File: src/rtl/a5_key_sched_if.sv
// Control, setup and keystream handshake bundle for the A5/1 key scheduler.
// The master side issues requests and accepts bits; the slave side is the core.
interface a5_key_sched_if;
    logic        start;
    logic        abort;
    logic [63:0] key;
    logic [21:0] frame;
    logic        busy;
    logic        ks_valid;
    logic        ks_ready;
    logic        ks_bit;
    logic        done;

    modport master (
        output start, abort, key, frame, ks_ready,
        input  busy, ks_valid, ks_bit, done
    );

    modport slave (
        input  start, abort, key, frame, ks_ready,
        output busy, ks_valid, ks_bit, done
    );
endinterface

File: src/rtl/a5_key_sched.sv
// A5/1 keystream core: loads key and frame, runs the majority-clocked mixing phase,
// then emits one keystream bit per ready/valid handshake.
module a5_key_sched #(
    parameter int unsigned NUM_BITS   = 228,
    parameter int unsigned MIX_CYCLES = 100
) (
    input  logic          clk,
    input  logic          reset,
    a5_key_sched_if.slave io
);
    localparam logic [7:0] KEY_LAST   = 8'd63;
    localparam logic [7:0] FRAME_LAST = 8'd21;
    localparam logic [7:0] MIX_LAST   = 8'(MIX_CYCLES);
    localparam logic [9:0] OUT_LAST   = 10'(NUM_BITS - 1);

    typedef enum logic [2:0] {
        IDLE,
        LOAD_KEY,
        LOAD_FRAME,
        MIX,
        RUN
    } state_t;

    state_t state;
    state_t state_nxt;

    logic [18:0] r1;
    logic [21:0] r2;
    logic [22:0] r3;
    logic [63:0] key_sh;
    logic [21:0] frame_sh;
    // Eight bits so the mix phase can count to MIX_CYCLES=255 without wrapping.
    logic [7:0]  setup_cnt;
    logic [9:0]  out_cnt;
    logic        done_q;

    logic latch;
    logic clear;
    logic load_en;
    logic maj_en;
    logic in_bit;
    logic setup_inc;
    logic setup_clr;
    logic out_inc;
    logic done_nxt;

    logic fb1;
    logic fb2;
    logic fb3;
    logic maj;

    assign fb1 = r1[18] ^ r1[17] ^ r1[16] ^ r1[13];
    assign fb2 = r2[21] ^ r2[20];
    assign fb3 = r3[22] ^ r3[21] ^ r3[20] ^ r3[7];
    assign maj = (r1[8] & r2[10]) | (r1[8] & r3[10]) | (r2[10] & r3[10]);

    always_ff @(posedge clk) begin
        if (reset) begin
            state <= IDLE;
        end else begin
            state <= state_nxt;
        end
    end

    always_comb begin
        state_nxt = state;
        latch     = 1'b0;
        clear     = 1'b0;
        load_en   = 1'b0;
        maj_en    = 1'b0;
        in_bit    = 1'b0;
        setup_inc = 1'b0;
        setup_clr = 1'b0;
        out_inc   = 1'b0;
        done_nxt  = 1'b0;

        case (state)
            IDLE: begin
                if (io.start) begin
                    latch     = 1'b1;
                    clear     = 1'b1;
                    state_nxt = LOAD_KEY;
                end
            end
            LOAD_KEY: begin
                load_en = 1'b1;
                in_bit  = key_sh[0];
                if (setup_cnt == KEY_LAST) begin
                    setup_clr = 1'b1;
                    state_nxt = LOAD_FRAME;
                end else begin
                    setup_inc = 1'b1;
                end
            end
            LOAD_FRAME: begin
                load_en = 1'b1;
                in_bit  = frame_sh[0];
                if (setup_cnt == FRAME_LAST) begin
                    setup_clr = 1'b1;
                    state_nxt = MIX;
                end else begin
                    setup_inc = 1'b1;
                end
            end
            MIX: begin
                maj_en = 1'b1;
                if (setup_cnt == MIX_LAST) begin
                    setup_clr = 1'b1;
                    state_nxt = RUN;
                end else begin
                    setup_inc = 1'b1;
                end
            end
            RUN: begin
                if (io.ks_ready) begin
                    maj_en = 1'b1;
                    if (out_cnt == OUT_LAST) begin
                        done_nxt  = 1'b1;
                        state_nxt = IDLE;
                    end else begin
                        out_inc = 1'b1;
                    end
                end
            end
            default: state_nxt = IDLE;
        endcase

        // Abort overrides everything, including a start seen in IDLE.
        if (io.abort) begin
            state_nxt = IDLE;
            latch     = 1'b0;
            clear     = 1'b1;
            load_en   = 1'b0;
            maj_en    = 1'b0;
            setup_inc = 1'b0;
            setup_clr = 1'b1;
            out_inc   = 1'b0;
            done_nxt  = 1'b0;
        end
    end

    always_ff @(posedge clk) begin
        if (reset) begin
            r1        <= '0;
            r2        <= '0;
            r3        <= '0;
            key_sh    <= '0;
            frame_sh  <= '0;
            setup_cnt <= '0;
            out_cnt   <= '0;
            done_q    <= 1'b0;
        end else begin
            if (latch) begin
                key_sh   <= io.key;
                frame_sh <= io.frame;
            end else if (load_en) begin
                if (state == LOAD_KEY) begin
                    key_sh <= key_sh >> 1;
                end else begin
                    frame_sh <= frame_sh >> 1;
                end
            end

            if (clear) begin
                r1 <= '0;
                r2 <= '0;
                r3 <= '0;
            end else if (load_en) begin
                r1 <= {r1[17:0], fb1 ^ in_bit};
                r2 <= {r2[20:0], fb2 ^ in_bit};
                r3 <= {r3[21:0], fb3 ^ in_bit};
            end else if (maj_en) begin
                if (r1[8] == maj) r1 <= {r1[17:0], fb1};
                if (r2[10] == maj) r2 <= {r2[20:0], fb2};
                if (r3[10] == maj) r3 <= {r3[21:0], fb3};
            end

            if (clear || setup_clr) begin
                setup_cnt <= '0;
            end else if (setup_inc) begin
                setup_cnt <= setup_cnt + 8'd1;
            end

            if (clear || done_nxt) begin
                out_cnt <= '0;
            end else if (out_inc) begin
                out_cnt <= out_cnt + 10'd1;
            end

            done_q <= done_nxt;
        end
    end

    assign io.busy     = (state != IDLE);
    assign io.ks_valid = (state == RUN);
    assign io.ks_bit   = r1[18] ^ r2[21] ^ r3[22];
    assign io.done     = done_q;
endmodule
File: src/flat_wrapper.sv
// flat-port wrapper written by rule: the top's interface ports become plain ports
module a5_key_sched_flat 
#(
    parameter int unsigned NUM_BITS   = 228,
    parameter int unsigned MIX_CYCLES = 100
)
  (clk, reset, io_start, io_abort, io_key, io_frame, io_ks_ready, io_busy, io_ks_valid, io_ks_bit, io_done);
  a5_key_sched_if io_i ();
  input  logic clk;
  input  logic reset;
  input wire logic [$bits(io_i.start)-1:0] io_start;
  input wire logic [$bits(io_i.abort)-1:0] io_abort;
  input wire logic [$bits(io_i.key)-1:0] io_key;
  input wire logic [$bits(io_i.frame)-1:0] io_frame;
  input wire logic [$bits(io_i.ks_ready)-1:0] io_ks_ready;
  output wire logic [$bits(io_i.busy)-1:0] io_busy;
  output wire logic [$bits(io_i.ks_valid)-1:0] io_ks_valid;
  output wire logic [$bits(io_i.ks_bit)-1:0] io_ks_bit;
  output wire logic [$bits(io_i.done)-1:0] io_done;
  assign io_i.start = io_start;
  assign io_i.abort = io_abort;
  assign io_i.key = io_key;
  assign io_i.frame = io_frame;
  assign io_i.ks_ready = io_ks_ready;
  assign io_busy = io_i.busy;
  assign io_ks_valid = io_i.ks_valid;
  assign io_ks_bit = io_i.ks_bit;
  assign io_done = io_i.done;
  a5_key_sched #(.NUM_BITS(NUM_BITS), .MIX_CYCLES(MIX_CYCLES)) u_core (.clk(clk), .reset(reset), .io(io_i));
endmodule
File: config.mk
export PLATFORM = sky130hd
export DESIGN_NAME = a5_key_sched_flat
export DESIGN_NICKNAME = d
export VERILOG_FILES = /design/src/rtl/a5_key_sched_if.sv /design/src/rtl/a5_key_sched.sv /design/src/flat_wrapper.sv
export SDC_FILE = /design/constraint.sdc
export NUM_CORES = 1
export LEC_CHECK = 0
export CORE_MARGIN = 2
export CORE_UTILIZATION = 25
export CTS_CLUSTER_DIAMETER = 30
export DETAILED_ROUTE_END_ITERATION = 6
export GPL_ROUTABILITY_DRIVEN = 0
export SLEW_MARGIN = 15
export SYNTH_ARGS = -nofsm -noshare
export SYNTH_HDL_FRONTEND = slang
export SYNTH_SLANG_ARGS = --single-unit
File: constraint.sdc
create_clock -name clk -period 2.6 [get_ports clk]
set_input_delay 0.26 -clock clk [delete_from_list [all_inputs] [get_ports clk]]
set_output_delay 0.26 -clock clk [all_outputs]
set_load 0.05 [all_outputs]
==> results of run 1 <==
## power by group
part           leakage (nW)  internal (W)  switching, W
combinational          1.70      0.000236      0.000205
sequential             1.40       0.00271     0.0000411
clock                 0.286       0.00138       0.00116
total                  3.38       0.00433       0.00141
## area by class of cell
| type | instances | share of cell area, % |
|---|---|---|
| sequential | 172 | 38.0 |
| tap | 384 | 5.30 |
| inverter | 5 | 0.235 |
| clock buffer | 18 | 4.85 |
| clock inverter | 14 | 1.71 |
| timing repair buffer | 109 | 12.0 |
| multi-input combinational | 478 | 37.9 |
## per-stage QoR
step / hold slack, ps / total power (W) / instance area (um2)
floorplan: 396 / 0.00306 / 7200
global placement: 451 / 0.00325 / 8470
detailed placement: 456 / 0.00325 / 8470
CTS: 185 / 0.00583 / 9060
global route: 220 / 0.00598 / 9060
finish: 194 / 0.00574 / 9060
## layer usage
layer,GRT usage [%],vias to the layer above,share of wire (%)
li1,-,2769,-
met1,12.8,2600,47
met2,15.5,105,45
met3,3.20,17,5.5
met4,4.97,0,2.1
met5,0,-,0
## kinds of logic after synthesis
| logic type | synth area share [%] |
|---|---|
| AND/OR/NAND/NOR | 15.6 |
| flip-flops | 47.8 |
| AO/OA/AOI/OAI | 15.9 |
| multiplexers | 12.4 |
| buffers and inverters | 4.90 |
| XOR/XNOR | 2.68 |
| adder cells (fa/ha/maj) | 0.695 |
## flip-flops by register name (all words and copies together) (netlist names)
signal / cells
u_core.r2: 22
u_core.setup_cnt: 8
u_core.key_sh: 64
u_core.frame_sh: 22
u_core.out_cnt: 10
u_core.io.done: 1
u_core.r1: 19
u_core.r3: 23
u_core.state: 3
## worst max-delay path: stages (launching register included)
cell	delay, ps
dfxtp_1	490
nor3b_4	380
clkdlybuf4s50_1	860
## final timing paths
kind                                    startpoint                                to  slack (ps)  cells after the start
hold / removal                               reset      u_core.state[0]$_SDFFE_PP0P_         190                      4
setup / recovery      u_core.state[1]$_SDFFE_PP0P_                       io_ks_valid         180                      2
hold reg to reg   u_core.frame_sh[19]$_SDFFE_PP0P_  u_core.frame_sh[19]$_SDFFE_PP0P_         470                      2
setup reg to reg      u_core.state[1]$_SDFFE_PP0P_  u_core.setup_cnt[0]$_SDFFE_PP0P_         490                      5
## cell usage in the layout, fill, tap and decap left out, types with 4 or more instances in the layout
| cell | count |
|---|---|
| dfxtp_1 | 172 |
| clkbuf_16 | 17 |
| inv_1 | 4 |
| nor3_1 | 7 |
| nand3_1 | 8 |
| xnor2_1 | 18 |
| nand2_1 | 15 |
| a21oi_1 | 13 |
| ha_1 | 4 |
| nand3b_1 | 7 |
| a211oi_2 | 19 |
| inv_6 | 5 |
| nand4_1 | 6 |
| nor2_1 | 163 |
| xor2_1 | 4 |
| a22oi_1 | 7 |
| a222oi_1 | 61 |
| nor2b_1 | 4 |
| clkdlybuf4s50_1 | 93 |
| mux2i_1 | 89 |
| nand2b_1 | 5 |
| buf_4 | 13 |
==> results.sh, run 1 <==
export IMPL_outcome="finished, final reports clean"
export IMPL_post_synth_cell_area_avg_um2=10.1
export IMPL_grt_pass1_wl_um=25100
export IMPL_via_per_inst=4.65
export IMPL_instances_no_fill=1180
export IMPL_finalCritPeriodShare_pct=93.0
export IMPL_cp_start_kind="flop"
export IMPL_ir_drop_mv=0.430
export IMPL_path_class="flop to output pin"
export IMPL_ant_nets=0
export IMPL_synthFlopType="dfxtp_1"
export IMPL_yosysTopAreaCellShare_pct=47.8
export IMPL_area_growth_pct=25.9
export IMPL_portBuffers=94
export IMPL_first_iter_violations=441
export IMPL_syn_inst=712
export IMPL_num_vias=5491
export IMPL_fin_skew_ps=12.3
export IMPL_post_route_min_period_ps=2420
export IMPL_cts_made_buffers=17
export IMPL_clk_latency_ps=430
export IMPL_pre_cts_slack_ps=263
export IMPL_gr_total_overflow=0
export IMPL_antenna_found_initial=0
export IMPL_clock_sinks=172
export IMPL_yosys_area_top_type="dfxtp_1"
export IMPL_synthTopCellsByArea="dfxtp_1, mux2i_1, nor2_1"
export IMPL_hold_class="primary input to flop"
export IMPL_synth_most_common_cell="dfxtp_1"
export IMPL_synthArstFlopShare_pct=0
export IMPL_path_clk_slew_ps=70
export IMPL_relSlewSlack_pct=54.7
export IMPL_synth_seq_area_share_pct=47.8
export IMPL_cp_max_fo=13
export IMPL_critPathArrivalTime_ps=2160
export IMPL_fp_dieArea_um2=30200
export IMPL_finalSetupViolations=0
export IMPL_clk_path_buf_depth=2
export IMPL_synth_area_um2=7200
export IMPL_grtUsageTotal_pct=10.1
export IMPL_fillerInstances=3020
export IMPL_yosysWarnings=0
export IMPL_h_tree_depth=4
export IMPL_die_w_um=174
export IMPL_io_pins=95
export IMPL_end_kind="output pin"
export IMPL_grt_pass1_vias=5151
export IMPL_root_buffer="clkbuf_16"
export IMPL_firstDrtPassIters=7
export IMPL_start_util_pct=25.2
export IMPL_fp_coreArea_um2=28500
export IMPL_fin_nets=878
export IMPL_finalMaxSlewViolations=0
export IMPL_die_h_um=174
export IMPL_post_cts_buffers=0
export IMPL_drv_cap=0
export IMPL_rows=62
export IMPL_hold_violations=0
export IMPL_ctsResizeCount=0
export IMPL_worst_slew_pin_slew_ps=679
export IMPL_final_seq_area_um2=3440
export IMPL_synth_seq_cells=172
export IMPL_multi_input_area_um2=3440
export IMPL_post_place_cells=1148
export IMPL_drc_errors=0
export IMPL_wire_per_inst_um=12.8
export IMPL_setup_tns_ps=0
export IMPL_cts_hold_buf=0
export IMPL_p_per_area_nw_per_um2=633
export IMPL_synth_edf_count=0
export IMPL_setup_slack_ps=181
export IMPL_tritoncts="built"
export IMPL_wl_um=15100
export IMPL_synthDistinctLibCells=58
export IMPL_grt_max_degree=70
export IMPL_cellLeakagePower_nw=3.38
export IMPL_synth_commonest_cells="dfxtp_1, nor2_1, mux2i_1"
export IMPL_final_core_util_pct=31.7
export IMPL_crit_required_ps=2340
export IMPL_hpwl_um=9660
export IMPL_rsz0062_at_grt="false"
export IMPL_syn_num_nets=807
export IMPL_drive_above_1_share_pct=10.8
export IMPL_antennaDiodeCount=0
export IMPL_fmax_ghz=0.413
Note: power is estimated with default switching activity, not from simulation.
==> run 2, diff against run 1 <==
==> constraint.sdc (replaced) <==
create_clock -name clk -period 2.6 [get_ports clk]
set_input_delay 0.26 -clock clk [delete_from_list [all_inputs] [get_ports clk]]
set_output_delay 0.26 -clock clk [all_outputs]
set_load 0.1 [all_outputs]
==> results.sh, run 2 (same netlist as run 1, synthesis figures left out) <==
export IMPL_outcome="complete, but fails checks"
export IMPL_violations="DRC"
export IMPL_r2r_slack_ps=430
export IMPL_antenna_found_initial=0
export IMPL_critPathBufInv=1
export IMPL_rsz0062_at_grt="false"
export IMPL_grt_pass1_vias=5353
export IMPL_setup_slack_ps=427
export IMPL_ctsResizeCount=0
export IMPL_cellLeakagePower_nw=3.42
export IMPL_cts_hold_buf=0
export IMPL_largest_register="u_core.key_sh"
export IMPL_via_per_inst=4.65
export IMPL_pre_cts_slack_ps=312
export IMPL_grtUsageTotal_pct=10.4
export IMPL_num_vias=5509
export IMPL_cp_common_cell="o31ai_1"
export IMPL_hold_ws_ps=224
export IMPL_clock_sinks=172
export IMPL_gr_total_overflow=0
export IMPL_setup_tns_ps=0
export IMPL_p_per_area_nw_per_um2=628
export IMPL_path_clk_slew_ps=70
export IMPL_area_growth_pct=26.7
export IMPL_layout_commonest_cell="dfxtp_1"
export IMPL_worst_slew_pin_slew_ps=690
export IMPL_finalCritPeriodShare_pct=83.6
export IMPL_fmax_ghz=0.460
export IMPL_drv_cap=0
export IMPL_rows=62
export IMPL_die_w_um=174
export IMPL_wl_um=15500
export IMPL_grt_max_degree=65
export IMPL_wl_met2_um=7150
export IMPL_antennaDiodeCount=0
export IMPL_wl_met3_um=859
export IMPL_ant_nets=0
export IMPL_largest_reg_flops=64
export IMPL_io_pins=95
export IMPL_fp_coreArea_um2=28500
export IMPL_ir_drop_mv=0.481
export IMPL_cts_made_buffers=17
export IMPL_cp_start_kind="flop"
export IMPL_mostFrequentLayoutCells="dfxtp_1, nor2_1, mux2i_1, clkdlybuf4s50_1, a222oi_1"
export IMPL_critical_path_max_stage_delay_ps=590
export IMPL_root_buffer="clkbuf_16"
export IMPL_h_tree_depth=4
export IMPL_grt_pass1_wl_um=26100
export IMPL_fin_nets=883
export IMPL_wl_met1_um=7280
export IMPL_crit_slowest_cell="dfxtp_1"
export IMPL_post_route_min_period_ps=2170
export IMPL_finalSetupViolations=0
export IMPL_critPathArrivalTime_ps=2520
export IMPL_first_iter_violations=609
export IMPL_crit_required_ps=2940
export IMPL_wire_per_inst_um=13.1
export IMPL_clk_latency_ps=420
export IMPL_end_kind="flop"
export IMPL_cp_max_fo=10
export IMPL_hpwl_um=10100
export IMPL_tritoncts="built"
export IMPL_hold_violations=0
export IMPL_post_cts_buffers=0
export IMPL_die_h_um=174
export IMPL_finalMaxSlewViolations=0
export IMPL_hold_class="primary input to flop"
export IMPL_path_class="flop to flop"
export IMPL_clk_path_buf_depth=2
export IMPL_crit_family="compound AO/OA/AOI/OAI gates"
export IMPL_drive_above_1_share_pct=11.9
export IMPL_relSlewSlack_pct=53.8
export IMPL_portBuffers=94
export IMPL_start_util_pct=25.2
export IMPL_drc_errors=6
export IMPL_firstDrtPassIters=7
export IMPL_top_layer="met4"
export IMPL_fin_skew_ps=10.2
export IMPL_worstPathCellList="buf_4, nor4b_4, o31ai_1, a2111oi_4, nand4_1, o31ai_1"
export IMPL_fp_dieArea_um2=30200
export IMPL_largestRegisters="u_core.key_sh (64), u_core.r3 (23)"
## run 2: area by class of cell
class,count,area [um2]
Clock buffer,17,425
Clock inverter,15,161
Fill cell,3020,19400
Inverter,5,21.3
Multi-Input combinational cell,478,3440
Sequential cell,172,3440
Tap cell,384,480
Timing Repair Buffer,114,1150
## run 2: path summary, 6_finish.rpt
path	cells after the start	start	end
hold reg to reg	2	u_core.frame_sh[15]$_SDFFE_PP0P_	u_core.frame_sh[15]$_SDFFE_PP0P_
setup / recovery	6	u_core.state[0]$_SDFFE_PP0P_	u_core.setup_cnt[7]$_SDFFE_PP0P_
setup reg to reg	6	u_core.state[0]$_SDFFE_PP0P_	u_core.setup_cnt[7]$_SDFFE_PP0P_
hold / removal	4	reset	u_core.state[0]$_SDFFE_PP0P_
## run 2: worst reg2reg max path: stages (launching register included)
cell,delay (ps)
dfxtp_1,590
buf_4,270
nor4b_4,420
o31ai_1,250
a2111oi_4,350
nand4_1,130
o31ai_1,90
## run 2: layer usage
metal	global-route usage (%)	vias to the layer above
li1	-	2781
met1	13.0	2611
met2	16.9	103
met3	3.49	14
met4	3.57	0
met5	0	-
## run 2: through the flow
stage | power (W) | util [%] | cells | instance area [um2]
after floorplan | 0.00306 | - | 712 | 7200
after global placement | 0.00327 | 29.9 | 1153 | 8530
after detailed placement | 0.00327 | 29.9 | 1153 | 8530
after CTS | 0.00583 | 32.0 | 1185 | 9120
after global routing | 0.00598 | 32.0 | 1185 | 9120
final | 0.00573 | 32.0 | 1185 | 9120
## run 2: power breakdown
| part | leakage (nW) | internal (W) | switching [W] | total [W] |
|---|---|---|---|---|
| Sequential | 1.40 | 0.00271 | 0.0000412 | 0.00275 |
| Clock | 0.280 | 0.00136 | 0.00117 | 0.00252 |
| Combinational | 1.75 | 0.000249 | 0.000214 | 0.000462 |
| Total | 3.42 | 0.00431 | 0.00142 | 0.00573 |
==> run 3, diff against run 2 <==
- clock period: 2.6 -> 2.09 ns (I/O delays scaled with it)
==> results.sh, run 3 (same netlist as run 1, synthesis figures left out) <==
export IMPL_largestRegisters="u_core.key_sh (64), u_core.r3 (23)"
export IMPL_critical_path_max_stage_delay_ps=480
export IMPL_path_clk_slew_ps=70
export IMPL_finalCritPeriodShare_pct=91.8
export IMPL_grtUsageMet1_pct=13.6
export IMPL_fp_coreArea_um2=28500
export IMPL_end_kind="flop"
export IMPL_antenna_found_initial=0
export IMPL_clk_latency_ps=420
export IMPL_worst_slew_pin_slew_ps=611
export IMPL_firstDrtPassIters=7
export IMPL_cp_start_kind="flop"
export IMPL_gr_total_overflow=0
export IMPL_largest_register="u_core.key_sh"
export IMPL_cts_hold_buf=0
export IMPL_clk_path_buf_depth=2
export IMPL_critPathArrivalTime_ps=2270
export IMPL_h_tree_depth=4
export IMPL_finalSetupViolations=0
export IMPL_finalMaxSlewViolations=0
export IMPL_grt_max_degree=59
export IMPL_grt_pass1_wl_um=26000
export IMPL_violations="DRC"
export IMPL_worstPathCellList="ha_1, nand2_1, nor4_2, buf_4, a21oi_1, nand2_1, nor3_1"
export IMPL_drc_errors=5
export IMPL_cellLeakagePower_nw=3.54
export IMPL_cts_made_buffers=17
export IMPL_wire_per_inst_um=12.8
export IMPL_ant_nets=0
export IMPL_die_w_um=174
export IMPL_hold_class="primary input to flop"
export IMPL_via_per_inst=4.65
export IMPL_path_class="flop to flop"
export IMPL_tritoncts="built"
export IMPL_crit_required_ps=2440
export IMPL_mostFrequentLayoutCells="dfxtp_1, nor2_1, mux2i_1, clkdlybuf4s50_1, a222oi_1"
export IMPL_hold_ws_ps=253
export IMPL_fin_skew_ps=7.62
export IMPL_grt_pass1_vias=5275
export IMPL_post_route_min_period_ps=1920
export IMPL_largest_reg_flops=64
export IMPL_crit_slowest_cell="a21oi_1"
export IMPL_rows=62
export IMPL_cp_max_fo=8
export IMPL_layout_commonest_cell="dfxtp_1"
export IMPL_start_util_pct=25.2
export IMPL_fmax_ghz=0.521
export IMPL_wl_um=15400
export IMPL_post_cts_buffers=0
export IMPL_fp_dieArea_um2=30200
export IMPL_ir_drop_mv=0.449
export IMPL_ctsResizeCount=0
export IMPL_drive_above_1_share_pct=13.7
export IMPL_antennaDiodeCount=0
export IMPL_setup_tns_ps=0
export IMPL_relSlewSlack_pct=59.3
export IMPL_fin_nets=898
export IMPL_hpwl_um=10300
export IMPL_rsz0062_at_grt="false"
export IMPL_drv_cap=0
export IMPL_hold_violations=0
export IMPL_num_vias=5584
export IMPL_p_per_area_nw_per_um2=763
export IMPL_io_pins=95
export IMPL_grt_most_used_layer="met2"
export IMPL_portBuffers=94
export IMPL_grtUsageTotal_pct=10.4
export IMPL_first_iter_violations=521
export IMPL_outcome="complete, but fails checks"
export IMPL_area_growth_pct=30.1
export IMPL_met2_usage_pct=15.7
export IMPL_use_met3_pct=3.75
export IMPL_root_buffer="clkbuf_16"
export IMPL_cp_common_cell="nand2_1"
export IMPL_clock_sinks=172
export IMPL_die_h_um=174
[run 3: layout make-up]
class                           count  area (um2)
Timing Repair Buffer              129        1390
Sequential cell                   172        3440
Fill cell                        2968       19200
Multi-Input combinational cell    478        3450
Clock inverter                     14         146
Clock buffer                       18         439
Inverter                            5        21.3
Tap cell                          384         480
[run 3: worst paths after layout]
kind / startpoint / end / slack, ps / depth (start not counted)
worst min-delay path: reset / u_core.state[0]$_SDFFE_PP0P_ / 250 / 5
worst min register to register: u_core.frame_sh[15]$_SDFFE_PP0P_ / u_core.frame_sh[15]$_SDFFE_PP0P_ / 460 / 2
worst max-delay path: u_core.setup_cnt[0]$_SDFFE_PP0P_ / u_core.setup_cnt[0]$_SDFFE_PP0P_ / 170 / 7
worst max register to register: u_core.setup_cnt[0]$_SDFFE_PP0P_ / u_core.setup_cnt[0]$_SDFFE_PP0P_ / 170 / 7
[run 3: stage by stage]
step / instance area, um2 / setup slack, ps / power [W] / std cells / util [%]
5_1_grt: 9370 / 4.00 / 0.00745 / 1200 / 32.8
6_report: 9370 / 170 / 0.00715 / 1200 / 32.8
2_1_floorplan: 7220 / -239 / 0.00380 / 712 / -
3_3_place_gp: 8780 / 18.1 / 0.00409 / 1168 / 30.8
3_5_place_dp: 8780 / -8.02 / 0.00410 / 1168 / 30.8
4_1_cts: 9370 / 146 / 0.00725 / 1200 / 32.8
[run 3: per-layer routing]
layer,wire length [um],vias up,share of wire [%]
li1,-,2792,-
met3,934,17,6.1
met2,6870,132,45
met4,241,0,1.6
met5,0,-,0
met1,7360,2643,48
[run 3: critical path: cells and delay by family, from the launching register on]
family / cells / cell delay [ps]
flip-flops: 1 / 320
AND/OR/NAND/NOR: 4 / 660
AO/OA/AOI/OAI: 1 / 480
buffers and inverters: 1 / 150
adder cells (fa/ha/maj): 1 / 230
[run 3: power breakdown]
group / switching, W / leakage, nW / internal, W
Sequential: 0.0000488 / 1.40 / 0.00337
Clock: 0.00134 / 0.270 / 0.00179
Combinational: 0.000271 / 1.88 / 0.000332
Total: 0.00166 / 3.54 / 0.00549
